File: src/rtl/sw_debounce.sv
// Switch input conditioner: two-flop synchroniser, per-bit debounce counter,
// registered rise/fall pulses and sticky write-one-to-clear change flags.
module sw_debounce #(
  parameter int unsigned WIDTH   = 4,
  parameter int unsigned CNT_MAX = 500000,
  parameter int unsigned CNT_W   = 19
) (
  input  logic             clk,
  input  logic             reset_n,
  input  logic [WIDTH-1:0] sw_raw,
  input  logic [WIDTH-1:0] clr_edge,
  output logic [WIDTH-1:0] sw_db,
  output logic [WIDTH-1:0] sw_rise,
  output logic [WIDTH-1:0] sw_fall,
  output logic [WIDTH-1:0] edge_flag
);

  typedef enum logic {
    ST_STABLE  = 1'b0,
    ST_PENDING = 1'b1
  } state_e;

  localparam logic [CNT_W-1:0] CntLast = CNT_W'(CNT_MAX - 1);

  logic [WIDTH-1:0] sync1_q, sync1_d;
  logic [WIDTH-1:0] sync2_q, sync2_d;
  logic [WIDTH-1:0] db_q, db_d;
  logic [WIDTH-1:0] rise_q, rise_d;
  logic [WIDTH-1:0] fall_q, fall_d;
  logic [WIDTH-1:0] flag_q, flag_d;
  logic [CNT_W-1:0] cnt_q [WIDTH];
  logic [CNT_W-1:0] cnt_d [WIDTH];
  state_e           st_c  [WIDTH];

  // Per-bit state is implied by whether the synchronised level disagrees with sw_db.
  always_comb begin
    for (int i = 0; i < WIDTH; i++) begin
      st_c[i] = (sync2_q[i] == db_q[i]) ? ST_STABLE : ST_PENDING;
    end
  end

  always_comb begin
    sync1_d = sw_raw;
    sync2_d = sync1_q;
    db_d    = db_q;
    rise_d  = '0;
    fall_d  = '0;
    // Set beats clear so an event coinciding with a software clear is kept.
    flag_d  = (flag_q & ~clr_edge) | rise_q | fall_q;
    for (int i = 0; i < WIDTH; i++) begin
      cnt_d[i] = '0;
      if (st_c[i] == ST_PENDING) begin
        if (cnt_q[i] == CntLast) begin
          db_d[i]   = sync2_q[i];
          rise_d[i] = sync2_q[i];
          fall_d[i] = ~sync2_q[i];
        end else begin
          cnt_d[i] = cnt_q[i] + CNT_W'(1);
        end
      end
    end
  end

  always_ff @(posedge clk or negedge reset_n) begin
    if (!reset_n) begin
      sync1_q <= '0;
      sync2_q <= '0;
      db_q    <= '0;
      rise_q  <= '0;
      fall_q  <= '0;
      flag_q  <= '0;
      for (int i = 0; i < WIDTH; i++) begin
        cnt_q[i] <= '0;
      end
    end else begin
      sync1_q <= sync1_d;
      sync2_q <= sync2_d;
      db_q    <= db_d;
      rise_q  <= rise_d;
      fall_q  <= fall_d;
      flag_q  <= flag_d;
      for (int i = 0; i < WIDTH; i++) begin
        cnt_q[i] <= cnt_d[i];
      end
    end
  end

  assign sw_db     = db_q;
  assign sw_rise   = rise_q;
  assign sw_fall   = fall_q;
  assign edge_flag = flag_q;

endmodule
File: config.mk
export PLATFORM = sky130hd
export DESIGN_NAME = sw_debounce
export DESIGN_NICKNAME = d
export VERILOG_FILES = /design/src/rtl/sw_debounce.sv
export SDC_FILE = /design/constraint.sdc
export NUM_CORES = 1
export LEC_CHECK = 0
export CAP_MARGIN = 20
export CORE_MARGIN = 2
export CORE_UTILIZATION = 55
export CTS_CLUSTER_SIZE = 14
export DETAILED_ROUTE_END_ITERATION = 12
export PLACE_DENSITY = 0.8
export SYNTH_ARGS = -nofsm -noshare
export SYNTH_HDL_FRONTEND = slang
export SYNTH_SLANG_ARGS = --single-unit
File: constraint.sdc
create_clock -name clk -period 3.65 [get_ports clk]
set_input_delay 0.365 -clock clk [delete_from_list [all_inputs] [get_ports clk]]
set_output_delay 0.365 -clock clk [all_outputs]
set_load 0.03 [all_outputs]
Word-level counts from Yosys, hierarchy flattened
Index checks and enable logic that the tools add are counted.
- multipliers: 0
- muxes and demuxes: 24
- order comparisons: 0
- reduce and logical (&&, ||, !) cells: 4
- eq/ne operators: 8
- divide/modulo/power cells: 0
- bitwise operators: 12
- shifts and indexed selects: 0
- add/subtract/negate cells: 4
- operators by type and width (operator ; count):
    $mux W19 ; 8
    $add A19 B1 Y19 const B ; 4
    $eq A19 B19 Y1 const B ; 4
    $mux W1 ; 16
    $not A1 Y1 ; 8
    $or A4 B4 Y4 ; 2
    $reduce_and A2 Y1 ; 4
    $and A4 B4 Y4 ; 1
    $eq A1 B1 Y1 ; 4
    $not A4 Y4 ; 1
- bits in writable memories: 0
- flip-flop bits (word level): 100
- word-level logic and storage cells: 65
- memories kept: 0
- bits in read-only memories: 0
- bits in latches: 0

Longest topological paths before layout
Gate-level depths: netlist of the first run.
- depth in word-level cells: 4
- gate-level depth with buffers: 7
- depth with buffers taken out: 5

Worst setup path after synthesis of the first run
Ideal clock, no wire load.
- path type: register to register
- from: register cnt_q[0] in the netlist's numbering
- to: register cnt_q[10] in the netlist's numbering
- stages on the path, launching flop included: 8
- path buffers: 2
- arrival time: 1.866 ns
- setup slack: 1.663 ns
- library setup time: 0.121 ns
- path through: dfrtp_1 -> ha_1 -> and4_1 -> clkbuf_1 -> nand4_1 -> o31ai_2 -> buf_2 -> nor2_1
- RTL lines (item ; RTL line ; RTL):
    start: declaration ; 31 ; logic [CNT_W-1:0] cnt_q [WIDTH];
    start signal: indexed assignment ; 83 ; cnt_q[i] <= cnt_d[i];

Worst setup path in the final report of the first run
- from: register cnt_q[0] in the netlist's numbering
- to: register db_q[3], in the netlist sw_db[3]
- word-level cells in the longest chain between the ends: 2
- RTL lines (item ; RTL line ; RTL):
    $eq A19 B19 Y1 ; 53 ; if (cnt_q[i] == CntLast) begin
    $reduce_and A2 Y1 (no line) ; - ;
    end signal: assignment ; 68 ; db_q <= '0;
    end signal: assignment ; 78 ; db_q <= db_d;
    end: declaration ; 27 ; logic [WIDTH-1:0] db_q, db_d;
No other way between the ends.
A chain may end at the register's enable or synchronous reset.

==> results of run 1 <==
## cell usage after synthesis, drive strengths merged, types with 5 or more instances
library cell,count
or4,12
a21oi,21
and2,5
nor3b,9
clkbuf,11
and4,8
xor2,32
nand3,25
o21ai,18
nor4,7
nand4,28
and3,11
xnor2,19
or3,12
nand2,22
o31ai,11
nor2,55
inv,8
dfrtp,100
## worst max path at each step
stage	endpoint	start	cells after the start	slack (ns)
after floorplan	cnt_q[10]	cnt_q[0]	7	1.66
after global placement	cnt_q[6]	cnt_q[11]	3	1.36
after detailed placement	cnt_q[12]	cnt_q[0]	5	1.21
after CTS	cnt_q[12]	cnt_q[0]	5	1.16
after global routing	cnt_q[19]	cnt_q[19]	6	1.39
final	sw_db[3]	cnt_q[0]	5	1.53
## layout make-up
class	count	area share
multi-input cells	316	0.382
well taps	105	0.0254
flip-flops and latches	100	0.483
clock buffers	9	0.0239
inverters	8	0.00580
clock inverters	6	0.0169
repair buffers	32	0.0623
## worst reg2reg max path: cells and delay by family (launching register included)
family / cells / cell delay [ns]
DFF: 1 / 0.40
adders and majority gates: 1 / 0.22
and+or+nand+nor: 3 / 1.07
muxes: 1 / 0.31
## cells by family after synthesis
group,synth area share
DFF,0.548
xor gates and xnor gates,0.0978
AOI/OAI and AO/OA,0.0630
buffers and inverters,0.0189
muxes,0.00986
adders and majority gates,0.0110
and+or+nand+nor,0.252
## repair_timing
item / CTS / global route
resized for setup: 0 / 0
hold buffers: 0 / 1
endpoints found under the hold margin: 0 / 11
## power breakdown
part           internal, mW  switching, mW
logic                0.0279         0.0451
registers              1.12         0.0142
clock network         0.384          0.370
total                  1.53          0.430
## cell usage in the layout, fill, tap and decap left out, drive strengths merged, types with 11 or more instances in the layout
master and count:
clkdlybuf4s50 24, nand4 28, or3 12, and3 11, o31ai 11, or4 12
o21ai 18, xor2 32, nand3 25, nand2 22, dfrtp 100, a21oi 21
nor2 55, xnor2 19
## registers in the layout (all words and copies together), names as in the netlist
register / cells
sw_db: 4
sw_rise: 4
edge_flag: 4
sync1_q: 4
cnt_q: 76
sw_fall: 4
sync2_q: 4
## routing by layer
metal | GRT usage | wire length [µm]
met5 | 0 | 0
met4 | 0.0519 | 67
met3 | 0.0498 | 372
met2 | 0.325 | 4140
met1 | 0.269 | 3980
==> summary.md, run 1 <==
| Metric | Value |
|---|---|
| Synth top area share | 0.548 |
| Reg-to-reg critical path endpoint | sw_db[3] |
| Crit. End Element | flop |
| Placed insts | 556 |
| CP max FO | 7 |
| DR vias | 3368 |
| Die H | 95.1 µm |
| Required time of the critical path | 3.89 ns |
| Final Skew | 0.00822 ns |
| Period utilization | 0.581 |
| Post-Syn Nets | 452 |
| Post-CTS Setup Bufs | 0 |
| Yosys top cell by area | dfrtp_1 |
| Post-Layout Cell Count | 576 |
| Worst hold stages | 0 |
| Number of global-route vias before repair | 3245 |
| Max VDD drop | 0.204 mV |
| Mapped Cells | 438 |
| CP max stage delay | 0.49 ns |
| Initial drt markers | 127 |
| Fin. max-slew vios | 0 |
| Pre-antenna DRT Iters | 4 |
| Fmax | 0.472 GHz |
| N_diodes | 0 |
| H-tree levels | 3 |
| Port buffer count | 25 |
| CTS max path bufs | 2 |
| RSZ-0062 raised after global routing | no |
| Vias per cell | 5.85 |
| Netlist cell types | 34 |
| HP Start | sync1_q[3] |
| Area taken by flip-flops and latches | 2500 µm² |
| Total gr overflow | 0 |
| Mapped Area | 4570 µm² |
| Nets | 481 |
| Placed cell area | 4910 µm² |
| Antenna Nets Post-Route | 0 |
| Fill count | 638 |
| Period minus WS final | 2.12 ns |
| Final Power | 1.96 mW |
| Layout cell share with drive strength beyond 1 | 0.0722 |
| EDFF count, synth | 0 |
| CP Data Arrival Time | 2.36 ns |
| Initial core utilization | 0.562 |
| R2r setup slk | 1.53 ns |
| Core Area | 8130 µm² |
| Drt wl/cell | 14.9 µm |
| Multi-input gate area | 1980 µm² |
| Setup Crit Path Kind | reg -> reg |
| CTS tree | done |
| PD cells | 379 nW/µm² |
| Sink of the worst hold path | sync2_q[3] |
| Register area share after synthesis | 0.548 |
| Largest net degree at the start of global routing | 83 |
| Finished Cell Area | 5180 µm² |
| Row Count | 33 |
| Worst hold-check path type | reg -> reg |
| RD Place Congestion | 0.845 |
| Final Util | 0.637 |
| #FFs+latches synth | 100 |
| Syn Area/Cell | 10.4 µm² |
| FFs w/ async S/R, synth | 1.00 |
| DRC viols | 0 |
| CTS Buf Count | 9 |
| Worst-Margin Slew | 0.608 ns |
| Primary FF master, synth | dfrtp_1 |
| Buf/Inv on CP | 0 |
| Synth warn | 0 |
| Reg clk slew, reported paths | 0.09 ns |
| First-pass GRT wire length | 14400 µm |
| Die span in x | 95.1 µm |
| Final Worst Setup Slack | 1.53 ns |
| DP Worst Slack | 1.21 ns |
| GRT Resource Usage Total | 0.199 |
| Post-Route WL | 8560 µm |
| Area contributors post-synth | dfrtp_1 55%, xor2_1 6.1%, nor2_1 4.5% |
| Hold slack | 0.355 ns |
| Endpoints failing hold | 0 |
| # IOs | 26 |
| Run status | complete, no violations |
| Leakage | 2.13 nW |
| Setup tns final | 0 ns |
| Worst skew pair latency | 0.35 ns |
| Maxcap violations | 0 |
| Setup violators final | 0 |
| Crit path cell chain | ha_1 > and4_1 > nand4_1 > or3_1 > mux2_2 |
| Worst path slowest cell | or3_1 |
| Root Buffer | clkbuf_8 |
| CP Launch Type | flop |
| Slew HR | 0.592 |
| Detail Placement HPWL | 5770 µm |
| R2R cell count | 5 |
| Crit-path leading delay family | simple AND/OR/NAND/NOR gates |
| Sink Count | 100 |
| Area Overhead vs Synth | 13.3% |
| Reg2reg start | cnt_q[0] |
| Antenna violations before repair | 0 |
| Die area | 9050 µm² |
(Power assumes the default switching activity.)
==> run 2: changes to the inputs <==
- clock period: 3.65 -> 2.1 ns (I/O delays scaled with it)
==> summary.md, run 2 (synthesis results as in run 1) <==
| Metric | Value |
|---|---|
| Run status | complete, no violations |
| Antenna violations before repair | 0 |
| Max VDD drop | 0.403 mV |
| Sink Count | 100 |
| Die H | 95.1 µm |
| Slew HR | 0.743 |
| Root Buffer | clkbuf_8 |
| Port buffer count | 25 |
| Initial drt markers | 131 |
| RD Place Congestion | 0.894 |
| Layout cell share with drive strength beyond 1 | 0.0844 |
| Largest net degree at the start of global routing | 50 |
| N_diodes | 0 |
| Antenna Nets Post-Route | 0 |
| Row Count | 33 |
| GRT Resource Usage Total | 0.208 |
| Worst skew pair latency | 0.36 ns |
| Commonest non-fill, non-tap cell in the layout | dfrtp_1 |
| Final Worst Setup Slack | 0.117 ns |
| Worst-Margin Slew | 0.380 ns |
| # IOs | 26 |
| Drt wl/cell | 14.7 µm |
| CP max FO | 5 |
| Most frequent cells in the layout | 99 x dfrtp_1, 55 x nor2_1, 32 x xor2_1 |
| Hold slack | 0.275 ns |
| Pre-antenna DRT Iters | 4 |
| First-pass GRT wire length | 14900 µm |
| Largest Register | cnt_q |
| Endpoints failing hold | 0 |
| CTS max path bufs | 2 |
| Setup violators final | 0 |
| CP Data Arrival Time | 2.23 ns |
| Buf/Inv on CP | 0 |
| Vias per cell | 5.79 |
| Post-CTS Setup Bufs | 0 |
| Leakage | 2.13 nW |
| Area Overhead vs Synth | 13.8% |
| Die area | 9050 µm² |
| Fin. max-slew vios | 0 |
| CTS tree | done |
| Fmax | 0.504 GHz |
| CP max stage delay | 0.70 ns |
| Nets | 486 |
| H-tree levels | 3 |
| Number of global-route vias before repair | 3318 |
| Total gr overflow | 0 |
| Finished Cell Area | 5200 µm² |
| Period minus WS final | 1.98 ns |
| CTS Buf Count | 9 |
| Worst path slowest cell | or4b_2 |
| DP Worst Slack | 0.0686 ns |
| Crit. End Element | flop |
| PD cells | 646 nW/µm² |
| Maxcap violations | 0 |
| Reg clk slew, reported paths | 0.09 ns |
| Final Skew | 0.00648 ns |
| Post-Route WL | 8510 µm |
| DRC viols | 0 |
| Initial core utilization | 0.562 |
| Detail Placement HPWL | 5850 µm |
| Max reg flops | 76 |
| Die span in x | 95.1 µm |
| DR vias | 3351 |
| RSZ-0062 raised after global routing | no |
| Placed cell area | 4990 µm² |
| Crit path cell chain | or4b_2 > or3_1 > mux2_2 |
| Crit-path leading delay family | simple AND/OR/NAND/NOR gates |
| Core Area | 8130 µm² |
| Setup Crit Path Kind | reg -> reg |
| Period utilization | 0.944 |
| Required time of the critical path | 2.35 ns |
| Setup tns final | 0 ns |
| Worst hold-check path type | in -> reg |
| CP Launch Type | flop |
[run 2: what timing repair did]
action | in CTS | in global routing
resized for setup | 0 | 4
setup endpoints to repair | 0 | 2
endpoints found under the hold margin | 23 | 0
hold buffers | 1 | 0
[run 2: layout make-up]
type                            instances  area (µm²)
Inverter                                8        30.0
Timing Repair Buffer                   37         353
Clock inverter                          3        65.1
Tap cell                              105         131
Multi-Input combinational cell        316        1990
Clock buffer                           10         128
Sequential cell                       100        2500
Fill cell                             640        2930
[run 2: layer usage]
layer	wire, µm	up-vias	share of wire	GRT usage
met5	0	-	0	0
met3	377	13	0.044	0.0458
met1	3980	1623	0.47	0.278
met2	4000	74	0.47	0.336
li1	-	1641	-	-
met4	149	0	0.018	0.0773
[run 2: per-stage QoR]
| step | power [mW] | utilization | cells |
|---|---|---|---|
| 3_5_place_dp | 2.14 | 0.613 | 565 |
| 2_1_floorplan | 2.06 | - | 438 |
| 5_1_grt | 3.51 | 0.639 | 579 |
| 4_1_cts | 3.40 | 0.638 | 579 |
| 6_report | 3.36 | 0.639 | 579 |
| 3_3_place_gp | 2.14 | 0.613 | 565 |
[run 2: power by group]
| part | internal, mW | total (mW) | switching (mW) |
|---|---|---|---|
| combinational | 0.0512 | 0.129 | 0.0775 |
| clock | 0.650 | 1.25 | 0.605 |
| sequential | 1.95 | 1.98 | 0.0269 |
[run 2: worst paths after layout]
kind | start | end | slack [ns] | cells past startpoint
max | cnt_q[11] | sw_db[3] | 0.12 | 3
min | sw_raw[1] | sync1_q[1] | 0.27 | 1
max reg2reg | cnt_q[11] | sw_db[3] | 0.12 | 3
min reg2reg | sync1_q[2] | sync2_q[2] | 0.36 | 0
max in group asynchronous | reset_n | sw_db[2] | 1.16 | 3
min in group asynchronous | reset_n | cnt_q[18] | 0.28 | 2
